==> src/rtl/sevenseg_pkg.sv <==
// Shared types and constants for the multiplexed seven-segment scan controller:
// the hex glyph table, the per-digit record and the blank segment pattern.
package sevenseg_pkg;

  typedef struct packed {
    logic       en;
    logic       dp;
    logic [3:0] num;
  } digit_t;

  // Active-high {g,f,e,d,c,b,a}, element 0 is glyph '0'.
  localparam logic [15:0][6:0] HEX_TO_SEG = {
    7'h71, 7'h79, 7'h5E, 7'h39, 7'h7C, 7'h77, 7'h6F, 7'h7F,
    7'h07, 7'h7D, 7'h6D, 7'h66, 7'h4F, 7'h5B, 7'h06, 7'h3F
  };

  localparam logic [6:0] SEG_OFF     = 7'h00;
  localparam digit_t     DIGIT_RESET = '{en: 1'b0, dp: 1'b0, num: 4'h0};

endpackage

==> src/rtl/sevenseg_hex_decode.sv <==
// Combinational hex nibble to active-high seven-segment glyph decoder.
import sevenseg_pkg::*;

module sevenseg_hex_decode (
  input  logic [3:0] hex_i,
  output logic [6:0] seg_o
);

  assign seg_o = HEX_TO_SEG[hex_i];

endmodule

==> src/rtl/sevenseg_scan_ctrl.sv <==
// Time-multiplexed seven-segment display driver with brightness PWM.
// Define SEVENSEG_LZ_BLANK_EN to build in leading-zero blanking.
import sevenseg_pkg::*;

module sevenseg_scan_ctrl #(
  parameter  int NUM_DIGITS  = 8,
  parameter  int REFRESH_DIV = 100000,
  parameter  bit ACTIVE_LOW  = 1'b1,
  localparam int SEL_W       = (NUM_DIGITS > 1) ? $clog2(NUM_DIGITS) : 1
) (
  input  logic                  clk,
  input  logic                  reset,
  input  logic                  write,
  input  logic [SEL_W-1:0]      sel,
  input  logic [3:0]            num,
  input  logic                  dp_in,
  input  logic                  clear,
  input  logic [2:0]            bright,
  output logic [6:0]            led,
  output logic                  dp,
  output logic [NUM_DIGITS-1:0] segment
);

  localparam int PW = $clog2(REFRESH_DIV);

  digit_t                digits_q [NUM_DIGITS];
  digit_t                digits_d [NUM_DIGITS];
  logic [PW-1:0]         presc_q, presc_d;
  logic [SEL_W-1:0]      idx_q, idx_d;
  logic [6:0]            led_q, led_d;
  logic                  dp_q, dp_d;
  logic [NUM_DIGITS-1:0] seg_q, seg_d;

  digit_t                cur;
  logic [6:0]            glyph;
  logic [31:0]           lit_limit;
  logic                  in_window;
  logic                  blanked;
  logic                  lit;
  logic [NUM_DIGITS-1:0] anode_ah;

  assign cur = digits_q[idx_q];

  sevenseg_hex_decode u_decode (
    .hex_i (cur.num),
    .seg_o (glyph)
  );

`ifdef SEVENSEG_LZ_BLANK_EN
  logic [NUM_DIGITS-1:0] blank_vec;
  logic                  zero_run;

  // A digit is a leading zero while every digit above it is an enabled bare zero.
  always_comb begin
    // NOTE: every always_comb output gets a default first so no path infers a latch.
    blank_vec = '0;
    zero_run  = 1'b1;
    for (int k = NUM_DIGITS - 1; k >= 1; k--) begin
      zero_run     = zero_run && digits_q[k].en && (digits_q[k].num == 4'h0) && !digits_q[k].dp;
      blank_vec[k] = zero_run;
    end
  end

  assign blanked = blank_vec[idx_q];
`else
  assign blanked = 1'b0;
`endif

  assign lit_limit = (32'(bright) + 32'd1) * 32'(REFRESH_DIV / 8);
  assign in_window = 32'(presc_q) < lit_limit;
  assign lit       = cur.en && in_window && !blanked;

  always_comb begin
    digits_d = digits_q;
    if (clear) begin
      for (int i = 0; i < NUM_DIGITS; i++) digits_d[i].en = 1'b0;
    end else if (write && (int'(sel) < NUM_DIGITS)) begin
      digits_d[sel] = '{en: 1'b1, dp: dp_in, num: num};
    end

    presc_d = presc_q + PW'(1);
    idx_d   = idx_q;
    if (presc_q == PW'(REFRESH_DIV - 1)) begin
      presc_d = '0;
      idx_d   = (idx_q == SEL_W'(NUM_DIGITS - 1)) ? '0 : idx_q + SEL_W'(1);
    end

    anode_ah = '0;
    if (lit) anode_ah[idx_q] = 1'b1;

    led_d = lit ? glyph : SEG_OFF;
    dp_d  = lit && cur.dp;
    seg_d = anode_ah;
    if (ACTIVE_LOW) begin
      led_d = ~led_d;
      dp_d  = ~dp_d;
      seg_d = ~seg_d;
    end
  end

  // NOTE: the digit store is a handful of flops, so it takes the async reset like the rest.
  always_ff @(posedge clk or posedge reset) begin
    if (reset) begin
      for (int i = 0; i < NUM_DIGITS; i++) digits_q[i] <= DIGIT_RESET;
      presc_q <= '0;
      idx_q   <= '0;
      led_q   <= {7{ACTIVE_LOW}};
      dp_q    <= ACTIVE_LOW;
      seg_q   <= {NUM_DIGITS{ACTIVE_LOW}};
    end else begin
      // NOTE: non-blocking so every register samples pre-edge values, like real flops.
      digits_q <= digits_d;
      presc_q  <= presc_d;
      idx_q    <= idx_d;
      led_q    <= led_d;
      dp_q     <= dp_d;
      seg_q    <= seg_d;
    end
  end

  assign led     = led_q;
  assign dp      = dp_q;
  assign segment = seg_q;

endmodule

==> config.mk <==
export PLATFORM = sky130hd
export DESIGN_NAME = sevenseg_scan_ctrl
export DESIGN_NICKNAME = d
export VERILOG_FILES = /design/src/rtl/sevenseg_pkg.sv /design/src/rtl/sevenseg_hex_decode.sv /design/src/rtl/sevenseg_scan_ctrl.sv
export SDC_FILE = /design/constraint.sdc
export NUM_CORES = 1
export LEC_CHECK = 0
export CORE_MARGIN = 5
export CORE_UTILIZATION = 41
export CTS_BUF_LIST = sky130_fd_sc_hd__clkbuf_16
export DETAILED_ROUTE_END_ITERATION = 10
export DONT_BUFFER_PORTS = 1
export GPL_TIMING_DRIVEN = 0
export PLACE_DENSITY = 0.59
export SLEW_MARGIN = 40
export SYNTH_ARGS = -nofsm -noshare
export SYNTH_HDL_FRONTEND = slang
export SYNTH_SLANG_ARGS = --single-unit
==> constraint.sdc <==
create_clock -name clk -period 4.45 [get_ports clk]
set_input_delay 1.1125 -clock clk [delete_from_list [all_inputs] [get_ports clk]]
set_output_delay 1.1125 -clock clk [all_outputs]
set_load 0.02 [all_outputs]
==> flow_summary.yaml, run 1 <==
logic_synthesis:
  synthMuxAreaShare_pct: 18.31
  syn_inst: 390
  ys_seq_elements: 84
  syn_avg_cell_area_sq_um: 12.25
  synth_top_family_by_area: "multiplexers"
  synthDistinctLibCells: 56
  async_reset_ff_share_pct: 100.0
  synth.cell_area_sq_um: 4776
  synthSimpleGateAreaFrac_pct: 11.68
  postSynthNetCount: 443
  ys_seq_area_share_pct: 44.43
  yosys-top-cells-area: "dfrtp_1, mux2_2, ha_1"
  synth_compound_area_share_pct: 6.497
  yosysWarningCount: 0
  synth-edff-count: 0
  yosysTopAreaCell: "dfrtp_1"
  yosysMostFrequentCell: "dfrtp_1"
  synthTopCellsByCount: "dfrtp_1, mux2_2, ha_1, xnor2_1, nor2_1"
  synthFlopType: "dfrtp_1"
  yosysTopAreaCellShare_pct: 35.63
  synth_xor_area_share_pct: 5.816
  synth_adder_area_share_pct: 9.955
clock_tree:
  clkLatencyLatePin_ns: 0.33
  cts_tree: "yes"
  htree_levels: 3
  cts_buffers: 9
  clk_pin_slew_worst_paths_ns: 0.06
  cts_buffer_depth: 2
  hold_buffers: 0
  cts-root-buf: "clkbuf_16"
  clkSinkCount: 84
sta:
  tightest_slew_ns: 0.6517
  slew_viol_final: 0
  hold_violations: 0
  fin_crit_ns: 4.297
  min_period_over_period_pct: 96.56
  hold_slack_ns: 0.4696
  slew_headroom_pct: 56.15
  clock_skew_ns: 0.008095
  setup_viol: 0
  clock.fmax_ghz: 0.2327
finish:
  fin_cells: 553
  fin_area_sq_um: 5380
  fin_util_pct: 47.12
  drive_gt1_share_pct: 28.54
  n_antenna_cell: 0
  final_net_count: 458
  area_delta_synth_final_pct: 12.65
place:
  io_buffers: 0
  gp_congestion: 0.7580
  hpwl_mm: 6.950
  placed_area_sq_um: 5057
  placedCellCount: 534
global_route:
  grt_pass1_wl_mm: 16.26
  antenna_found_initial: 0
  gr-total-overflow: 0
  first_global_vias: 3123
  grtUsageTotal_pct: 14.45
  grt_max_degree: 46
run_status:
  status: "completed"
drt:
  wire_per_inst_um: 17.05
  vias: 2991
  drt-initial-drc-count: 178
  drt-pass1-iter-count: 4
  vias_per_cell: 5.409
  drt_wl_total_mm: 9.427
  route.detailed.drc: 0
  drtAntennaViolNets: 0
worst_setup_path:
  cp_common_cell: "ha_4"
  arrival_ns: 4.57
  critPathLaunchType: "input pin"
  timing.critical_path.buf_inv: 4
  crit_fanout: 10
  r2r_setup_slack_ns: 1.68
  path_delay_family: "adder cells"
  path_cells: "clkbuf_4 > inv_4 > ha_4 > ha_4 > ha_4 > ha_4 > a21oi_1 > o21ai_1 > a21o_1 > a21oi_1 > xnor2_1 > ha_1 > nand4_1 > nor4_1 > o21a_1 > o41ai_4 > buf_4 > clkbuf_8 > nand3_1"
  criticalPathCategory: "input pin to flip-flop"
  endpoint_kind: "flip-flop"
  cp_slowest_stage_delay_ns: 0.30
  crit_required_ns: 4.72
  cpMaxStageDelayCell: "ha_1"
floorplanning:
  core_area_sq_um: 11420
  initial_core_util_pct: 41.83
  num_rows: 39
  chipWidth_um: 117.9
  pin_count: 31
  fp.dieArea_sq_um: 13910
  die_y_um: 117.9
power_and_ir_drop:
  leakage_nw: 2.342
  ir_worst_vdd_v: 0.0002253
  power_density_nw_per_um2: 378.3
worst_hold_path:
  hold_class: "flip-flop to flip-flop"
job:
  cap_violations: 0
[kinds of logic after synthesis]
| kind of cell | Yosys count |
|---|---|
| simple gates | 98 |
| flops | 84 |
| mux | 66 |
| compound gates | 41 |
| fa+ha+maj | 38 |
| buf+inv | 33 |
| xor+xnor | 30 |
[cell usage in the layout, fill, tap and decap left out, types with 8 or more instances in the layout]
cell type | Yosys | routed
dfrtp_1 | 68 | 68
nand2_1 | 15 | 15
xnor2_1 | 21 | 20
xor2_1 | 8 | 8
nand4_1 | 9 | 9
inv_1 | 19 | 17
mux2i_1 | 8 | 8
nand3_1 | 19 | 19
a21oi_1 | 8 | 8
clkbuf_16 | 0 | 9
mux2_2 | 45 | 45
nor2_1 | 20 | 20
dfstp_2 | 16 | 16
ha_1 | 38 | 34
[area by class of cell]
| type | count | area, sq um |
|---|---|---|
| clock inverter | 7 | 67.56 |
| multi-input combinational | 273 | 2565 |
| tap | 143 | 178.9 |
| buffer | 13 | 96.34 |
| clock buffer | 9 | 225.2 |
| fill | 1062 | 6038 |
| inverter | 20 | 82.58 |
| timing repair buffer | 4 | 42.54 |
| sequential | 84 | 2122 |
[worst register-to-register path, stage by stage, from the launching register on]
cell and delay [ns]:
dfrtp_1 0.37, buf_6 0.15, buf_6 0.17, mux4_2 0.52
mux2i_1 0.40, inv_1 0.20, ha_1 0.27, or3b_1 0.39
o221ai_1 0.10, nand3_1 0.11
[flip-flops by register name, indices dropped and copies added (netlist names)]
name and flops:
digits_q 48, dp 1, idx_q 3, led 7, presc_q 17, segment 8
[what timing repair did]
item / 4_1_cts / 5_1_grt
cloned: 0 / 0
gates resized for setup: 1 / 1
buffers inserted: 0 / 3
endpoints found under the setup margin: 10 / 16
endpoints found under the hold margin: 0 / 0
pin swaps: 0 / 2
[per-stage QoR]
| stage | setup slack (ns) | total power, mW | TNS (ns) |
|---|---|---|---|
| 2_1_floorplan | 0.05626 | 1.243 | 0 |
| 3_3_place_gp | -0.3925 | 1.305 | -5.314 |
| 3_5_place_dp | -0.4165 | 1.325 | -5.431 |
| 4_1_cts | 0.01036 | 2.063 | 0 |
| 5_1_grt | -0.004234 | 2.152 | -0.004234 |
| 6_report | 0.1530 | 2.035 | 0 |
[report_power, final]
| group | internal, mW | switching [mW] | total [mW] |
|---|---|---|---|
| sequential | 0.858 | 0.0458 | 0.904 |
| clock | 0.431 | 0.292 | 0.723 |
| combinational | 0.221 | 0.188 | 0.408 |
[metal layers]
metal / share of wire, % / vias up / track usage [%]
met5: 0 / - / 0
li1: - / 1457 / -
met4: 0.94 / 0 / 3.728
met3: 3.8 / 9 / 3.748
met1: 49 / 1485 / 20.27
met2: 46 / 40 / 22.31
[worst paths after layout]
path | start | to | cells past startpoint
min in group asynchronous | reset | presc_q[4] | 1
worst min-delay path | digits_q[29] | digits_q[29] | 1
worst min register to register | digits_q[29] | digits_q[29] | 1
max in group asynchronous | reset | led[1] | 2
worst max-delay path | bright[0] | segment[1] | 19
worst max register to register | idx_q[1] | led[0] | 9
No activity file was read; power rests on OpenSTA's default activity.
==> run 2: changes to the inputs <==
--- a/config.mk
+++ b/config.mk
@@ -5,6 +5,8 @@
 export SDC_FILE = /design/constraint.sdc
 export NUM_CORES = 1
 export LEC_CHECK = 0
+export CAP_MARGIN = 0
+export CORE_ASPECT_RATIO = 0.5
 export CORE_MARGIN = 5
 export CORE_UTILIZATION = 41
 export CTS_BUF_LIST = sky130_fd_sc_hd__clkbuf_16
@@ -12,6 +14,7 @@
 export DONT_BUFFER_PORTS = 1
 export GPL_TIMING_DRIVEN = 0
 export PLACE_DENSITY = 0.59
+export SKIP_LAST_GASP = 1
 export SLEW_MARGIN = 40
 export SYNTH_ARGS = -nofsm -noshare
 export SYNTH_HDL_FRONTEND = slang
==> run 2 against run 1 <==
Clock skew fell by 0.0026 ns. Setup slack improved by 0.025 ns. First-iteration DRC count fell by 51%. Final cell count rose by 2.7%. Sequential share of layout area fell by 0.73 points. Critical path depth fell by 3. Total power rose by 6.3%. Via count rose by 1.7%. Register-to-register slack got worse by 0.02 ns. Count of clock-buffer cells in the layout did not move.
==> flow_summary.yaml, run 2 (synthesis gave the netlist of run 1 again) <==
sta:
  clock_skew_ns: 0.005494
  tightest_slew_ns: 0.6400
  slew_headroom_pct: 57.15
  setup_viol: 0
  hold_slack_ns: 0.4810
  clock.fmax_ghz: 0.2341
  slew_viol_final: 0
  fin_crit_ns: 4.272
  min_period_over_period_pct: 96.00
  hold_violations: 0
floorplanning:
  num_rows: 27
  pin_count: 31
  core_area_sq_um: 11180
  die_y_um: 86.32
  fp.dieArea_sq_um: 14040
  initial_core_util_pct: 42.71
  chipWidth_um: 162.6
worst_hold_path:
  hold_class: "flip-flop to flip-flop"
finish:
  seq_area_sq_um: 2122
  multi_input_area_sq_um: 2594
  largest_reg_flops: 48
  area_delta_synth_final_pct: 14.78
  mostFrequentLayoutCells: "dfrtp_1, mux2_2, ha_1"
  n_antenna_cell: 0
  fillCellCount: 951
  final_net_count: 457
  drive_gt1_share_pct: 29.34
  fin_util_pct: 49.02
  regMostFlops: "digits_q"
  fin_cells: 568
  final_common_cell: "dfrtp_1"
drt:
  route.detailed.drc: 0
  wire_per_inst_um: 17.66
  drtAntennaViolNets: 0
  drt_wl_total_mm: 10.03
  vias_per_cell: 5.356
  drt-initial-drc-count: 88
  vias: 3042
  drt-pass1-iter-count: 4
power_and_ir_drop:
  clockPowerShare_pct: 38.8
  leakage_nw: 2.379
  p_sw_share_pct: 24.72
  power_density_nw_per_um2: 394.6
  internal_power_mw: 1.628
  power_mw: 2.163
  switching_power_mw: 0.5345
  pwr-share-comb_pct: 19.3
  p_seq_share_pct: 41.9
  ir_worst_vdd_v: 0.0002018
place:
  placedCellCount: 550
  gp_congestion: 0.8504
  hpwl_mm: 7.532
  io_buffers: 0
worst_setup_path:
  arrival_ns: 4.50
  crit_fanout: 5
  endpoint_kind: "flip-flop"
  crit_required_ns: 4.68
  critPathLaunchType: "input pin"
  criticalPathCategory: "input pin to flip-flop"
clock_tree:
  cts-root-buf: "clkbuf_16"
  hold_buffers: 0
  clkSinkCount: 84
  cts_tree: "yes"
  cts_buffer_depth: 2
  clk_pin_slew_worst_paths_ns: 0.06
  htree_levels: 3
  clkLatencyLatePin_ns: 0.33
  cts_buffers: 9
global_route:
  grt_pass1_wl_mm: 16.73
  grtUsageTotal_pct: 15.15
  first_global_vias: 3271
  grt_max_degree: 54
  gr-total-overflow: 0
  antenna_found_initial: 0
run_status:
  status: "completed"
job:
  cap_violations: 0
-- run 2: routing by layer --
layer / vias to the layer above / global-route usage, % / wire [um]
met4: 0 / 5.784 / 192
li1: 1443 / - / -
met5: - / 0 / 0
met2: 53 / 26.46 / 5019
met1: 1530 / 18.23 / 4367
met3: 16 / 3.943 / 451
-- run 2: critical path, stage by stage --
cell and delay, ns:
ha_1 0.27, xnor2_4 0.19, ha_1 0.28, inv_1 0.04
ha_1 0.37, ha_1 0.37, a31oi_2 0.18, o31ai_1 0.13
xnor2_1 0.19, ha_1 0.26, nand4_1 0.12, nor4_1 0.07
o21a_1 0.13, o41ai_4 0.46, buf_4 0.22, nand4_1 0.11
-- run 2: what timing repair did --
action	4_1_cts	5_1_grt
endpoints found under the setup margin	15	15
buffers inserted	1	0
pin swaps	1	3
cloned	0	1
gates resized for setup	1	7
endpoints found under the hold margin	0	0
-- run 2: stage by stage --
stage	setup slack [ns]	setup TNS, ns	area [sq um]
2_1_floorplan	0.05626	0	4853
3_3_place_gp	-0.5185	-7.010	5052
3_5_place_dp	-0.5192	-6.949	5085
4_1_cts	0.1039	0	5441
5_1_grt	-0.01351	-0.02109	5482
6_report	0.1780	0	5482
-- run 2: final cells by class --
class,instances,area share (%)
plain buffers,13,1.826
multi-input cells,273,47.32
clock buffers,9,4.109
clock inverters,7,2.123
well taps,159,3.629
inverters,20,1.507
repair buffers,3,0.7761
flip-flops and latches,84,38.71
-- run 2: power by group through the flow --
stage                     clock, mW  sequential [mW]  combinational [mW]
after global routing          0.891            0.916               0.466
final                         0.839            0.905               0.418
after global placement            0            0.910               0.390
after CTS                     0.856            0.906               0.418
after detailed placement          0            0.920               0.416
after floorplan                   0            0.901               0.342
-- run 2: worst paths after layout --
| path | start | end | slack, ns | cells after the start |
|---|---|---|---|---|
| setup / recovery | bright[0] | segment[4] | 0.18 | 16 |
| hold / removal | digits_q[5] | digits_q[5] | 0.48 | 1 |
| setup reg to reg | idx_q[2] | led[0] | 1.66 | 8 |
| hold reg to reg | digits_q[5] | digits_q[5] | 0.48 | 1 |
| max in group asynchronous | reset | segment[4] | 3.25 | 2 |
| min in group asynchronous | reset | presc_q[1] | 0.61 | 1 |
==> run 3: changes to the inputs <==
==> constraint.sdc (replaced) <==
create_clock -name clk -period 5.4 [get_ports clk]
set_input_delay 1.35 -clock clk [delete_from_list [all_inputs] [get_ports clk]]
set_output_delay 1.35 -clock clk [all_outputs]
set_load 0.02 [all_outputs]
==> run 3 against run 2 <==
Register-to-register slack improved by 1.1 ns. Die area stayed put. Routed wire length is 7.0% lower. Setup slack gained 0.26 ns. Critical endpoint is now led[5].
==> flow_summary.yaml, run 3 (synthesis gave the netlist of run 1 again) <==
floorplanning:
  num_rows: 27
  pin_count: 31
  initial_core_util_pct: 42.71
  chipWidth_um: 162.6
  die_y_um: 86.32
  fp.dieArea_sq_um: 14040
  core_area_sq_um: 11180
place:
  gp_congestion: 0.7857
  placed_area_sq_um: 5007
  hpwl_mm: 6.890
  io_buffers: 0
finish:
  area_delta_synth_final_pct: 10.53
  drive_gt1_share_pct: 26.04
  mostFrequentLayoutCells: "dfrtp_1, mux2_2, ha_1"
  regMostFlops: "digits_q"
  fin_util_pct: 47.21
  fin_area_sq_um: 5279
  n_antenna_cell: 0
  final_common_cell: "dfrtp_1"
  largest_reg_flops: 48
  final_net_count: 456
job:
  cap_violations: 0
worst_hold_path:
  hold_class: "flip-flop to flip-flop"
drt:
  wire_per_inst_um: 16.47
  drt-pass1-iter-count: 4
  vias: 2927
  drtAntennaViolNets: 0
  wl_met3_um: 374
  drt_wl_total_mm: 9.324
  top_layer_used: "met4"
  drt-initial-drc-count: 117
  vias_per_cell: 5.171
  route.detailed.drc: 0
  wl_met1_mm: 4.514
  wl_met2_mm: 4.308
global_route:
  grt_pass1_wl_mm: 15.85
  antenna_found_initial: 0
  gr-total-overflow: 0
  grtUsageTotal_pct: 14.40
  grt_max_degree: 49
  first_global_vias: 3041
sta:
  min_period_over_period_pct: 91.89
  slew_viol_final: 0
  grt_setup_unrepaired: "false"
  clock_skew_ns: 0.007290
  tightest_slew_ns: 0.6074
  slew_headroom_pct: 59.14
  hold_violations: 0
  setup_viol: 0
  fin_crit_ns: 4.962
  clock.fmax_ghz: 0.2015
clock_tree:
  clkSinkCount: 84
  clkLatencyLatePin_ns: 0.33
  cts_buffers: 9
  cts_tree: "yes"
  cts_buffer_depth: 2
  htree_levels: 3
  cts-root-buf: "clkbuf_16"
  clk_pin_slew_worst_paths_ns: 0.06
worst_setup_path:
  criticalPathCategory: "input pin to flip-flop"
  critPathLaunchType: "input pin"
  arrival_ns: 5.21
  crit_required_ns: 5.65
  crit_fanout: 10
  endpoint_kind: "flip-flop"
power_and_ir_drop:
  leakage_nw: 2.321
  power_mw: 1.597
  ir_worst_vdd_v: 0.0001658
  power_density_nw_per_um2: 302.6
run_status:
  status: "completed"
-- run 3: changes by cell type in the layout (fill, tap and decap cells not counted), sizes merged --
cell    change
clkinv      +1
inv         +1
bufinv      -3
buf         -1
-- run 3: worst paths after layout --
check	slack, ns	cells past startpoint	start	to
max in group asynchronous	4.01	2	reset	digits_q[24]
min in group asynchronous	0.86	1	reset	presc_q[16]
setup reg to reg	2.71	9	idx_q[1]	led[0]
hold reg to reg	0.48	1	presc_q[0]	presc_q[0]
hold / removal	0.48	1	presc_q[0]	presc_q[0]
setup / recovery	0.44	18	bright[0]	led[5]
-- run 3: routing by layer --
layer	global-route usage (%)	up-vias
li1	-	1438
met1	19.47	1447
met2	22.88	31
met3	3.943	11
met4	4.262	0
met5	0	-
-- run 3: what timing repair did --
action | CTS | global route
setup buffers | 0 | 1
hold buffers | 0 | 0
resized for setup | 2 | 2
endpoints found under the setup margin | 10 | 16
pin swaps | 0 | 1
-- run 3: area by class of cell --
class                      count  area (sq um)
multi-input combinational    273          2507
timing repair buffer           2         35.03
buffer                        13         85.08
clock buffer                   9         225.2
fill                         998          5903
clock inverter                 6         25.02
sequential                    84          2122
tap                          159         198.9
inverter                      20         80.08
-- run 3: worst max-delay path: stages --
cell	delay (ns)
clkbuf_2	0.18
inv_1	0.14
ha_1	0.40
ha_1	0.33
ha_1	0.29
ha_1	0.33
a21oi_1	0.15
o21ai_0	0.13
a21o_1	0.21
a21oi_1	0.17
xnor2_1	0.15
ha_1	0.27
nand4_1	0.13
nor4_1	0.07
o21a_1	0.14
o41ai_4	0.39
clkbuf_2	0.27
nand3_1	0.11
-- run 3: metrics by stage --
step	hold slack, ns	setup WS [ns]	cells	TNS (ns)
final	0.4814	0.4382	566	0
after global routing	0.5030	0.1679	566	0
after CTS	0.4825	0.001859	565	0
after detailed placement	0.4690	-0.6048	550	-7.550
after global placement	0.4614	-0.5926	549	-7.468
after floorplan	0.4419	0.08786	390	0
-- run 3: power by group --
part | leakage [nW] | switching [mW] | internal [mW]
sequential | 1.03 | 0.0375 | 0.707
combinational | 1.15 | 0.152 | 0.174
clock | 0.133 | 0.226 | 0.300
total | 2.32 | 0.416 | 1.18
